## src/rtl/seg_pkg.sv

```systemverilog
// Shared constants for the seven-segment scanner: blank code, hex glyph table
// and a width helper for the counters.
package seg_pkg;

  localparam logic [7:0] SEG_OFF     = 8'hFF;
  localparam logic [7:0] SEG_DP_ONLY = 8'h7F;

  // Active-low {dp,g,f,e,d,c,b,a}; dp bit is left off here and forced by the encoder
  localparam logic [7:0] HEX_SEG [16] = '{
    8'hC0, 8'hF9, 8'hA4, 8'hB0, 8'h99, 8'h92, 8'h82, 8'hF8,
    8'h80, 8'h90, 8'h88, 8'h83, 8'hC6, 8'hA1, 8'h86, 8'h8E
  };

  function automatic int clog2(input int n);
    int r;
    r = 0;
    for (int v = n - 1; v > 0; v = v >> 1) r++;
    return (r < 1) ? 1 : r;
  endfunction

endpackage

```

## src/rtl/hex7_encoder.sv

```systemverilog
// Combinational hex nibble plus decimal point to active-low segment code.
module hex7_encoder
  import seg_pkg::*;
(
  input  logic [3:0] nibble,
  input  logic       dp,
  output logic [7:0] seg
);

  assign seg = {~dp, HEX_SEG[nibble][6:0]};

endmodule

```

## src/rtl/seven_seg_scanner.sv

```systemverilog
// Time-multiplexed common-anode seven-segment driver with frame-latched inputs,
// leading-zero blanking, per-digit blink, brightness PWM and dead time.
module seven_seg_scanner
  import seg_pkg::*;
#(
  parameter int N_DIGITS  = 8,
  parameter int CLK_DIV   = 5000,
  parameter int BLINK_DIV = 50000000
) (
  input  logic                  clk100MHZ,
  input  logic                  rst,
  input  logic [4*N_DIGITS-1:0] dig,
  input  logic [N_DIGITS-1:0]   dp,
  input  logic                  blank_en,
  input  logic [N_DIGITS-1:0]   blink_mask,
  input  logic [2:0]            bright,
  output logic [7:0]            SEG,
  output logic [N_DIGITS-1:0]   AN
);

  localparam int PW      = clog2(CLK_DIV);
  localparam int IW      = clog2(N_DIGITS);
  localparam int BW      = clog2(BLINK_DIV);
  localparam int ON_STEP = CLK_DIV / 8;

  logic [PW-1:0]         presc;
  logic [IW-1:0]         idx;
  logic [BW-1:0]         blink_cnt;
  logic                  blink_ph;
  logic [4*N_DIGITS-1:0] sh_dig;
  logic [N_DIGITS-1:0]   sh_dp;
  logic [N_DIGITS-1:0]   sh_blink_mask;
  logic                  sh_blank_en;
  logic [2:0]            sh_bright;
  logic                  primed;

  logic                  slot_end;
  logic                  frame_end;
  logic                  blink_wrap;
  logic                  upper_zero;
  logic                  blanked;
  logic                  enable;
  logic [3:0]            cur_nib;
  logic                  cur_dp;
  logic                  cur_blink;
  logic [31:0]           on_limit;
  logic [7:0]            enc_seg;
  logic [7:0]            seg_code;
  logic [N_DIGITS-1:0]   an_code;

  assign slot_end   = (presc == PW'(CLK_DIV - 1));
  assign frame_end  = slot_end && (idx == IW'(N_DIGITS - 1));
  assign blink_wrap = (blink_cnt == BW'(BLINK_DIV - 1));

  always_ff @(posedge clk100MHZ) begin
    if (rst) begin
      presc <= '0;
      idx   <= '0;
    end else begin
      presc <= slot_end ? '0 : presc + 1'b1;
      if (slot_end) idx <= (idx == IW'(N_DIGITS - 1)) ? '0 : idx + 1'b1;
    end
  end

  always_ff @(posedge clk100MHZ) begin
    if (rst) begin
      blink_cnt <= '0;
      blink_ph  <= 1'b0;
    end else begin
      blink_cnt <= blink_wrap ? '0 : blink_cnt + 1'b1;
      if (blink_wrap) blink_ph <= ~blink_ph;
    end
  end

  // Display stays dark until the first frame boundary after reset has loaded the shadows
  always_ff @(posedge clk100MHZ) begin
    if (rst) begin
      sh_dig        <= '0;
      sh_dp         <= '0;
      sh_blank_en   <= 1'b0;
      sh_blink_mask <= '0;
      sh_bright     <= '0;
      primed        <= 1'b0;
    end else if (frame_end) begin
      sh_dig        <= dig;
      sh_dp         <= dp;
      sh_blank_en   <= blank_en;
      sh_blink_mask <= blink_mask;
      sh_bright     <= bright;
      primed        <= 1'b1;
    end
  end

  // Current digit is a leading zero when it and every more-significant nibble is zero
  always_comb begin
    upper_zero = 1'b1;
    for (int i = 0; i < N_DIGITS; i++) begin
      if ((IW'(i) >= idx) && (sh_dig[4*i +: 4] != 4'h0)) upper_zero = 1'b0;
    end
  end

  assign cur_nib   = sh_dig[4*idx +: 4];
  assign cur_dp    = sh_dp[idx];
  assign cur_blink = sh_blink_mask[idx];
  assign blanked   = sh_blank_en && (idx != '0) && upper_zero;
  assign on_limit  = (32'(sh_bright) + 32'd1) * 32'(ON_STEP);

  assign enable = primed
               && (presc != '0)
               && (32'(presc) < on_limit)
               && !(cur_blink && blink_ph)
               && !(blanked && !cur_dp);

  hex7_encoder u_enc (
    .nibble (cur_nib),
    .dp     (cur_dp),
    .seg    (enc_seg)
  );

  assign seg_code = blanked ? SEG_DP_ONLY : enc_seg;
  assign an_code  = ~(N_DIGITS'(1) << idx);

  always_ff @(posedge clk100MHZ) begin
    if (rst) begin
      SEG <= SEG_OFF;
      AN  <= '1;
    end else if (enable) begin
      SEG <= seg_code;
      AN  <= an_code;
    end else begin
      SEG <= SEG_OFF;
      AN  <= '1;
    end
  end

endmodule

```

## config.mk

```make
export PLATFORM = sky130hd
export DESIGN_NAME = seven_seg_scanner
export DESIGN_NICKNAME = d
export VERILOG_FILES = /design/src/rtl/seg_pkg.sv /design/src/rtl/hex7_encoder.sv /design/src/rtl/seven_seg_scanner.sv
export SDC_FILE = /design/constraint.sdc
export NUM_CORES = 1
export LEC_CHECK = 0
export BUFFER_PORTS_ARGS = -buffer_cell sky130_fd_sc_hd__buf_2
export CAP_MARGIN = 15
export CORE_MARGIN = 5
export CORE_UTILIZATION = 45
export CTS_CLUSTER_SIZE = 14
export DETAILED_ROUTE_END_ITERATION = 10
export GPL_ROUTABILITY_DRIVEN = 0
export SLEW_MARGIN = 0
export SYNTH_ARGS = -nofsm -noshare
export SYNTH_HDL_FRONTEND = slang
export SYNTH_HIERARCHICAL = 1
export SYNTH_SLANG_ARGS = --single-unit
```

## constraint.sdc

```tcl
create_clock -name clk100MHZ -period 12.06 [get_ports clk100MHZ]
set_clock_uncertainty 0.05 [all_clocks]
set_input_delay 0.603 -clock clk100MHZ [delete_from_list [all_inputs] [get_ports clk100MHZ]]
set_output_delay 0.603 -clock clk100MHZ [all_outputs]
set_load 0.01 [all_outputs]
```

==> impl_metrics.toml, run 1 <==
[logic_synthesis]
synth_warnings = 6
async_reset_ff_frac = 0
ys_seq_area_frac = 0.410
avgSynthCellArea_um2 = 9.89
synthFlopType = "dfxtp_1"
ys_types = 57
synth_top_area_frac = 0.410
netlist_instances = 553
synth_edf_count = 0
yosys.area.top_type = "dfxtp_1"
ys_top_cells_by_area = "dfxtp_1 41%, ha_1 9.8%, a22o_1 8.5%, mux4_2 4.9%, xnor2_1 4.8%"
synth_area_mm2 = 0.00547
synth_seq_cells = 112
synthesis.nets = 650

[cts]
postCtsHoldBufs = 0
clockBufferDepth = 2
root_buffer = "clkbuf_16"
cts_max_level = 3
clkSlewWorstSetupHoldPaths_ns = 0.07
post_cts_buffers = 0
cts_tree = "built"
clock_latency_ns = 0.35
clock-sinks = 112
numCtsBuffers = 9
cts_resized = 0

[timing]
slew_violations = 0
fmax_mhz = 191
hold_viol = 0
fin_crit_sh = 0.435
grt_setup_unrepaired = "no"
maxSlewHeadroom = 0.356
postLayoutSetupSlackWorst_ns = 6.81
fin_setup_tns_ns = 0
holdWs_ns = 0.405
worst_pin_slew_ns = 0.966
finalCriticalPeriod_ns = 5.25
finalSetupViolCount = 0

[worst_hold_path]
min_path_type = "input port to flip-flop"

[run]
maxCapViolCount = 0

[global_route]
track_usage = 0.166
grt_max_degree = 54
antenna_found_initial = 1
grt_pass1_wl_mm = 19.6
grt_pass1_vias = 4042
overflow = 0

[layout]
antennaDiodeCount = 0
fin_nets = 705
register_area_mm2 = 0.00224
multi_input_area_mm2 = 0.00296
fill_cells = 1105
drive_gt1_frac = 0.179
fin_area_mm2 = 0.00614
area_growth_pct = 12.3

[worst_setup_path]
cpMaxStageDelayCell = "a211oi_2"
cp_top_family = "compound AO/OA/AOI/OAI gates"
crit_type = "flip-flop to flip-flop"
crit_path_frequent_cell = "ha_1"
crit_path_cell_trace = "ha_1 > xnor2_1 > ha_1 > inv_1 > ha_1 > ha_1 > ha_1 > a211oi_1 > o21bai_1 > a21oi_1 > a211o_1 > nand3_1 > ha_1 > nor3b_1 > a21oi_1 > a21oi_1 > a211oi_2 > nand4_1"
cp_max_fo = 16
worstSetupStartpointType = "flip-flop"
critical_path_buf_inv_count = 1
cp.arrival_ns = 5.39
critPathRequiredTime_ns = 12.20
ff2ff_setup_slack_ns = 6.81
max_stage_delay_ns = 0.83
worstSetupEndpointType = "flip-flop"

[floorplan]
dieArea_mm2 = 0.0145
row_count = 40
initial_core_util = 0.457
core-area_mm2 = 0.0120
die_w_um = 120
ios = 70
die_h_um = 120

[route]
drtIter0Drc = 219
vias = 4162
ant_nets = 0
drcViolationCount = 0
wl_mm = 11.7
viasPerCell = 5.48
drtPass1Iterations = 4
routedWlPerCell_um = 15.4

[placement]
dp_hpwl_mm = 8.56
place_area_mm2 = 0.00584
preCtsSetupSlack_ns = 6.87
numPortBuffers = 69

[power_and_ir_drop]
vdd_ir_drop_max_mv = 0.0820
power_density_mw_per_mm2 = 110
leakage_nw = 2.48

[outcome]
status = "finished clean"
-- cell usage in the layout (no fill, tap or decap), drive strengths merged, types with 26 or more instances in the layout --
| cell type | n |
|---|---|
| xnor2 | 30 |
| ha | 43 |
| a22o | 53 |
| dfxtp | 112 |
| buf | 71 |
| inv | 29 |
| nand3 | 26 |
| nand2 | 31 |
| nor2 | 59 |
-- power by group --
part           internal, mW  switching (mW)  leakage (nW)
registers             0.371         0.00200         0.904
logic               0.00891          0.0108          1.44
clock network         0.147           0.139         0.135
total                 0.527           0.151          2.48
-- Yosys cell counts, drive strengths merged, types with 2 or more instances --
cell,instances
nand2,31
and3,13
nand4,13
mux2i,2
nor3b,3
or2,3
buf,20
xor2,12
and4,3
ha,43
mux2,2
dfxtp,112
nand3b,7
nor2,59
or4,2
a22o,53
o21ai,13
inv,27
nor4,9
a21oi,11
a31oi,3
o21a,2
mux4,12
nor3,9
nand2b,3
nand3,26
clkbuf,7
nor2b,3
xnor2,30
a211oi,5
-- worst reg2reg max path: stages, from the launching register on --
cell and delay [ns]:
dfxtp_1 0.39, ha_1 0.29, xnor2_1 0.41, ha_1 0.32
inv_1 0.09, ha_1 0.24, ha_1 0.30, ha_1 0.32
a211oi_1 0.28, o21bai_1 0.15, a21oi_1 0.28, a211o_1 0.15
nand3_1 0.08, ha_1 0.31, nor3b_1 0.15, a21oi_1 0.17
a21oi_1 0.11, a211oi_2 0.83, nand4_1 0.19
-- kinds of logic (layout without fill, tap and decap cells) --
logic type      count (synthesis)  after routing  share of synthesized area
buf+inv                        54            114                     0.0503
mux                            16             16                     0.0572
compound gates                 98             98                      0.139
fa+ha+maj                      43             43                     0.0984
xor+xnor                       42             42                     0.0673
simple gates                  188            188                      0.178
flops                         112            112                      0.410
-- stage by stage --
step            util  total power, mW  cells
3_5_place_dp   0.488            0.402    743
6_report       0.513            0.678    760
3_3_place_gp   0.488            0.401    743
5_1_grt        0.513            0.704    760
4_1_cts        0.512            0.689    759
2_1_floorplan      -            0.392    553
-- flip-flops by register name, summed over array words and instances (netlist names), 3 cells and up --
register and flops:
blink_cnt 26, idx 3, sh_blink_mask 8, sh_dig 32, presc 13, AN 8, SEG 8, sh_dp 8
sh_bright 3
-- per-layer routing --
layer	GRT usage	up-vias	part of all wire
met4	0.0538	2	0.015
met5	0	-	0.0011
met1	0.228	1960	0.49
met2	0.255	93	0.43
met3	0.0458	14	0.057
li1	-	2093	-
-- area by class of cell --
cell class | count | area share
clock buffers | 10 | 0.0389
well taps | 147 | 0.0300
flip-flops and latches | 112 | 0.365
clock inverters | 6 | 0.00693
multi-input cells | 387 | 0.482
inverters | 27 | 0.0165
repair buffers | 71 | 0.0607
-- final timing paths --
path | from | end | cells past startpoint
setup / recovery | sh_bright[0] | AN[4] | 18
hold / removal | dig[8] | sh_dig[8] | 2
setup reg to reg | sh_bright[0] | AN[4] | 18
hold reg to reg | primed | primed | 1
(Power assumes the default switching activity.)
==> run 2, diff against run 1 <==
==> constraint.sdc (replaced) <==
create_clock -name clk100MHZ -period 5.07 [get_ports clk100MHZ]
set_clock_uncertainty 0.05 [all_clocks]
set_input_delay 0.2535 -clock clk100MHZ [delete_from_list [all_inputs] [get_ports clk100MHZ]]
set_output_delay 0.2535 -clock clk100MHZ [all_outputs]
set_load 0.01 [all_outputs]
==> run 2 against run 1 <==
  * Clock power grew 120%
  * Sequential share of layout area grew 0.067 points
  * Combinational power is 140% higher
  * Critical path depth increased by 1
  * Count of clock-buffer cells in the layout grew 3
  * Die area unchanged
  * Via count is 1.1% lower
  * First-iteration DRC count fell by 23%
  * Global-route usage shrank 0.19 points
  * Design area fell by 0.18%
  * Setup slack lost 6.4 ns
  * Sequential power grew 140%
==> impl_metrics.toml, run 2 (synthesized netlist as in run 1, its figures left out) <==
[route]
viasPerCell = 5.42
vias = 4115
drtPass1Iterations = 4
wl_mm = 11.4
ant_nets = 0
routedWlPerCell_um = 15.0
drtIter0Drc = 168
drcViolationCount = 0

[cts]
numCtsBuffers = 9
clock-sinks = 112
post_cts_buffers = 0
cts_tree = "built"
clockBufferDepth = 2
cts_resized = 0
cts_max_level = 3
root_buffer = "clkbuf_16"
clkSlewWorstSetupHoldPaths_ns = 0.07
clock_latency_ns = 0.35
postCtsHoldBufs = 0

[placement]
dp_hpwl_mm = 8.49
numPortBuffers = 69

[global_route]
overflow = 0
grt_pass1_wl_mm = 19.3
grt_max_degree = 54
track_usage = 0.164
antenna_found_initial = 1
grt_pass1_vias = 3958

[power_and_ir_drop]
power_frac_seq = 0.565
power_density_mw_per_mm2 = 257
vdd_ir_drop_max_mv = 0.173
comb_power_share = 0.030
switching_share = 0.208
p_sw_mw = 0.326
leakage_nw = 2.48
pwr-share-clk = 0.406
p_int_mw = 1.25

[layout]
final_common_cell = "dfxtp_1"
fin_nets = 706
drive_gt1_frac = 0.173
mostFrequentLayoutCells = "112 x dfxtp_1, 69 x buf_2, 58 x nor2_1"
largest_register = "sh_dig"
largest_reg_flops = 32
area_growth_pct = 12.1
largestRegisters = "sh_dig (32), blink_cnt (26), presc (13)"
antennaDiodeCount = 0
fill_cells = 1096

[worst_setup_path]
cpMaxStageDelayCell = "xnor2_1"
max_stage_delay_ns = 0.40
crit_type = "flip-flop to flip-flop"
crit_path_frequent_cell = "ha_1"
worstSetupStartpointType = "flip-flop"
cp_max_fo = 16
crit_path_cell_trace = "ha_1 > xnor2_1 > ha_1 > inv_1 > ha_1 > ha_1 > ha_1 > a211oi_1 > o21bai_1 > a21oi_1 > a211o_1 > nand3_1 > ha_1 > nor3b_1 > a21oi_1 > a21oi_1 > a211oi_2 > buf_4 > nand4_1"
cp.arrival_ns = 4.83
critPathRequiredTime_ns = 5.22
worstSetupEndpointType = "flip-flop"

[timing]
maxSlewHeadroom = 0.353
grt_setup_unrepaired = "no"
finalCriticalPeriod_ns = 4.68
finalSetupViolCount = 0
fin_crit_sh = 0.923
holdWs_ns = 0.0573
fmax_mhz = 214
worst_pin_slew_ns = 0.971
slew_violations = 0
hold_viol = 0
fin_setup_tns_ns = 0

[floorplan]
dieArea_mm2 = 0.0145
core-area_mm2 = 0.0120
ios = 70
die_w_um = 120
row_count = 40
die_h_um = 120
initial_core_util = 0.457

[worst_hold_path]
min_path_type = "input port to flip-flop"

[outcome]
status = "finished clean"

[run]
maxCapViolCount = 0
## run 2: cell types whose count changed in the layout (fill, tap and decap cells not counted), sizes merged
| cell | delta |
|---|---|
| buf | +1 |
| clkbuf | +3 |
| clkinv | -1 |
| clkinvlp | -2 |
| inv | -2 |
## run 2: cell type report
type / count / area, um^2 / area share
flip-flops and latches: 112 / 2240 / 0.366
inverters: 27 / 101 / 0.0165
repair buffers: 72 / 388 / 0.0633
well taps: 147 / 184 / 0.0300
multi-input cells: 387 / 2960 / 0.483
clock inverters: 1 / 5.00 / 0.000817
clock buffers: 13 / 250 / 0.0408
## run 2: path summary, 6_finish.rpt
path,end,slack [ns],cells after the start,from
worst min-delay path,sh_dig[4],0.06,2,dig[4]
worst min register to register,blink_cnt[0],0.41,1,blink_cnt[0]
worst max-delay path,AN[4],0.39,19,sh_bright[0]
worst max register to register,AN[4],0.39,19,sh_bright[0]
## run 2: metrics by stage
| step | total power, mW | cell area, um^2 | setup WS [ns] | cells | utilization |
|---|---|---|---|---|---|
| 2_1_floorplan | 0.932 | 5470 | 0.693 | 553 | - |
| 3_3_place_gp | 0.955 | 5840 | 0.532 | 744 | 0.489 |
| 3_5_place_dp | 0.956 | 5840 | 0.412 | 744 | 0.489 |
| 4_1_cts | 1.60 | 6100 | 0.397 | 758 | 0.510 |
| 5_1_grt | 1.63 | 6130 | 0.0939 | 759 | 0.512 |
| 6_report | 1.57 | 6130 | 0.389 | 759 | 0.512 |
## run 2: critical path: cells and delay by family, from the launching register on
kind	cells	cell delay, ns
xor gates and xnor gates	1	0.40
AOI/OAI and AO/OA	7	1.29
DFF	1	0.38
adders and majority gates	6	1.75
and+or+nand+nor	3	0.35
buffers and inverters	2	0.30
## run 2: metal layers
layer	up-vias	track usage	wire, um
met5	-	0	7
met4	2	0.0545	109
met3	10	0.0449	568
met2	84	0.244	5040
met1	1917	0.232	5690
li1	2102	-	-
## run 2: power groups by stage
stage	Sequential (mW)	Combinational (mW)	Clock (mW)
2_1_floorplan	0.907	0.0252	0
3_3_place_gp	0.908	0.0464	0
3_5_place_dp	0.908	0.0474	0
4_1_cts	0.888	0.0476	0.660
5_1_grt	0.888	0.0533	0.689
6_report	0.888	0.0467	0.638
==> run 3, diff against run 2 <==
--- a/config.mk
+++ b/config.mk
@@ -7,11 +7,14 @@
 export LEC_CHECK = 0
 export BUFFER_PORTS_ARGS = -buffer_cell sky130_fd_sc_hd__buf_2
 export CAP_MARGIN = 15
+export CELL_PAD_IN_SITES_DETAIL_PLACEMENT = 2
+export CELL_PAD_IN_SITES_GLOBAL_PLACEMENT = 2
 export CORE_MARGIN = 5
-export CORE_UTILIZATION = 45
+export CORE_UTILIZATION = 37
 export CTS_CLUSTER_SIZE = 14
 export DETAILED_ROUTE_END_ITERATION = 10
 export GPL_ROUTABILITY_DRIVEN = 0
+export PLACE_DENSITY_LB_ADDON = 0.1
 export SLEW_MARGIN = 0
 export SYNTH_ARGS = -nofsm -noshare
 export SYNTH_HDL_FRONTEND = slang
==> run 3 against run 2 <==
  * Worst hold slack got worse by 0.0024 ns
  * Combinational power increased by 3%
  * Sequential share of layout area decreased by 0.63 points
  * Setup slack got worse by 0.050 ns
  * Via count increased by 4.9%
  * Highest routed layer unchanged
  * Design area increased by 1.8%
  * First-iteration DRC count decreased by 11%
  * Clock power increased by 22%
  * Fmax decreased by 1.1%
  * Global-route usage increased by 1.1 points
==> impl_metrics.toml, run 3 (synthesized netlist as in run 1, its figures left out) <==
[outcome]
status = "finished clean"

[global_route]
grt_pass1_vias = 4854
track_usage = 0.175
grt_pass1_wl_mm = 25.3
antenna_found_initial = 3
grt_max_degree = 53
overflow = 0

[layout]
largest_reg_flops = 32
largest_register = "sh_dig"
fill_cells = 1583
antennaDiodeCount = 0
mostFrequentLayoutCells = "112 x dfxtp_1, 69 x buf_2, 58 x nor2_1"
final_common_cell = "dfxtp_1"
area_growth_pct = 14.0
largestRegisters = "sh_dig (32), blink_cnt (26), presc (13)"
drive_gt1_frac = 0.184
fin_nets = 706

[floorplan]
die_h_um = 132
row_count = 44
initial_core_util = 0.376
dieArea_mm2 = 0.0173
core-area_mm2 = 0.0145
die_w_um = 132
ios = 70

[timing]
holdWs_ns = 0.0549
finalCriticalPeriod_ns = 4.73
fin_setup_tns_ns = 0
fin_crit_sh = 0.933
hold_viol = 0
grt_setup_unrepaired = "no"
worst_pin_slew_ns = 0.975
maxSlewHeadroom = 0.350
finalSetupViolCount = 0
slew_violations = 0
fmax_mhz = 211

[route]
wl_mm = 14.9
drtIter0Drc = 150
viasPerCell = 5.41
drtPass1Iterations = 4
ant_nets = 0
routedWlPerCell_um = 18.6
drcViolationCount = 0
vias = 4318

[power_and_ir_drop]
design_power_total_mw = 1.71
vdd_ir_drop_max_mv = 0.174
power_density_mw_per_mm2 = 275
leakage_nw = 2.50

[cts]
numCtsBuffers = 9
postCtsHoldBufs = 0
clockBufferDepth = 2
clkSlewWorstSetupHoldPaths_ns = 0.08
cts_tree = "built"
clock-sinks = 112
root_buffer = "clkbuf_16"
clock_latency_ns = 0.35
cts_max_level = 3

[worst_setup_path]
cp_max_fo = 16
critPathRequiredTime_ns = 5.22
worstSetupEndpointType = "flip-flop"
crit_type = "flip-flop to flip-flop"
cp.arrival_ns = 4.89
ff2ff_setup_slack_ns = 0.34
worstSetupStartpointType = "flip-flop"

[placement]
numPortBuffers = 69
dp_hpwl_mm = 11.2

[run]
maxCapViolCount = 0

[worst_hold_path]
min_path_type = "input port to flip-flop"
-- run 3: cell types whose count changed in the layout (fill, tap and decap cells not counted) --
cell / change
bufinv_16: +2
ha_2: +1
xnor2_1: -1
clkbuf_1: -3
xnor2_2: +1
clkbuf_8: -1
inv_6: +1
clkinvlp_4: +1
ha_1: -1
buf_4: +1
buf_16: -1
inv_8: +1
clkinv_4: +1
-- run 3: final cells by class --
| cell class | instances | area [um^2] | share of cell area |
|---|---|---|---|
| sequential | 112 | 2240 | 0.360 |
| clock inverter | 7 | 101 | 0.0163 |
| clock buffer | 9 | 225 | 0.0361 |
| multi-input combinational | 387 | 2970 | 0.476 |
| timing repair buffer | 72 | 368 | 0.0590 |
| tap | 184 | 230 | 0.0369 |
| inverter | 27 | 101 | 0.0163 |
-- run 3: layer usage --
| metal | vias to the layer above | track usage | part of all wire |
|---|---|---|---|
| li1 | 2104 | - | - |
| met2 | 66 | 0.289 | 0.47 |
| met4 | 6 | 0.0503 | 0.0098 |
| met1 | 2126 | 0.231 | 0.48 |
| met3 | 16 | 0.0382 | 0.038 |
| met5 | - | 0 | 0.0019 |
-- run 3: path summary, 6_finish.rpt --
path	start	cells past startpoint	endpoint
min	dig[9]	2	sh_dig[9]
min reg2reg	primed	1	primed
max reg2reg	sh_bright[0]	19	AN[4]
max	sh_bright[0]	19	AN[4]
-- run 3: critical path, stage by stage, from the launching register on --
cell and delay (ns):
dfxtp_1 0.48, ha_2 0.30, xnor2_2 0.17, ha_1 0.30
inv_1 0.09, ha_1 0.24, ha_1 0.32, ha_1 0.32
a211oi_1 0.27, o21bai_1 0.14, a21oi_1 0.30, a211o_1 0.15
nand3_1 0.07, ha_1 0.33, nor3b_1 0.16, a21oi_1 0.20
a21oi_1 0.13, a211oi_2 0.23, buf_4 0.23, nand4_1 0.11
-- run 3: report_power, final --
group	total (mW)	switching, mW	leakage, nW	internal, mW
logic	0.0481	0.0267	1.44	0.0213
clock network	0.777	0.338	0.158	0.439
registers	0.888	0.00543	0.904	0.883
-- run 3: timing repair --
item	4_1_cts	5_1_grt
endpoints found under the setup margin	0	16
gates resized for setup	0	2
buffers inserted	0	0
-- run 3: stage by stage --
stage	utilization	instance area, um^2	setup WS [ns]	std cells
finish	0.429	6230	0.339	798
global route	0.429	6230	0.000797	798
CTS	0.428	6220	0.170	798
detailed placement	0.406	5900	0.174	782
global placement	0.406	5900	0.480	782
floorplan	-	5470	0.693	553
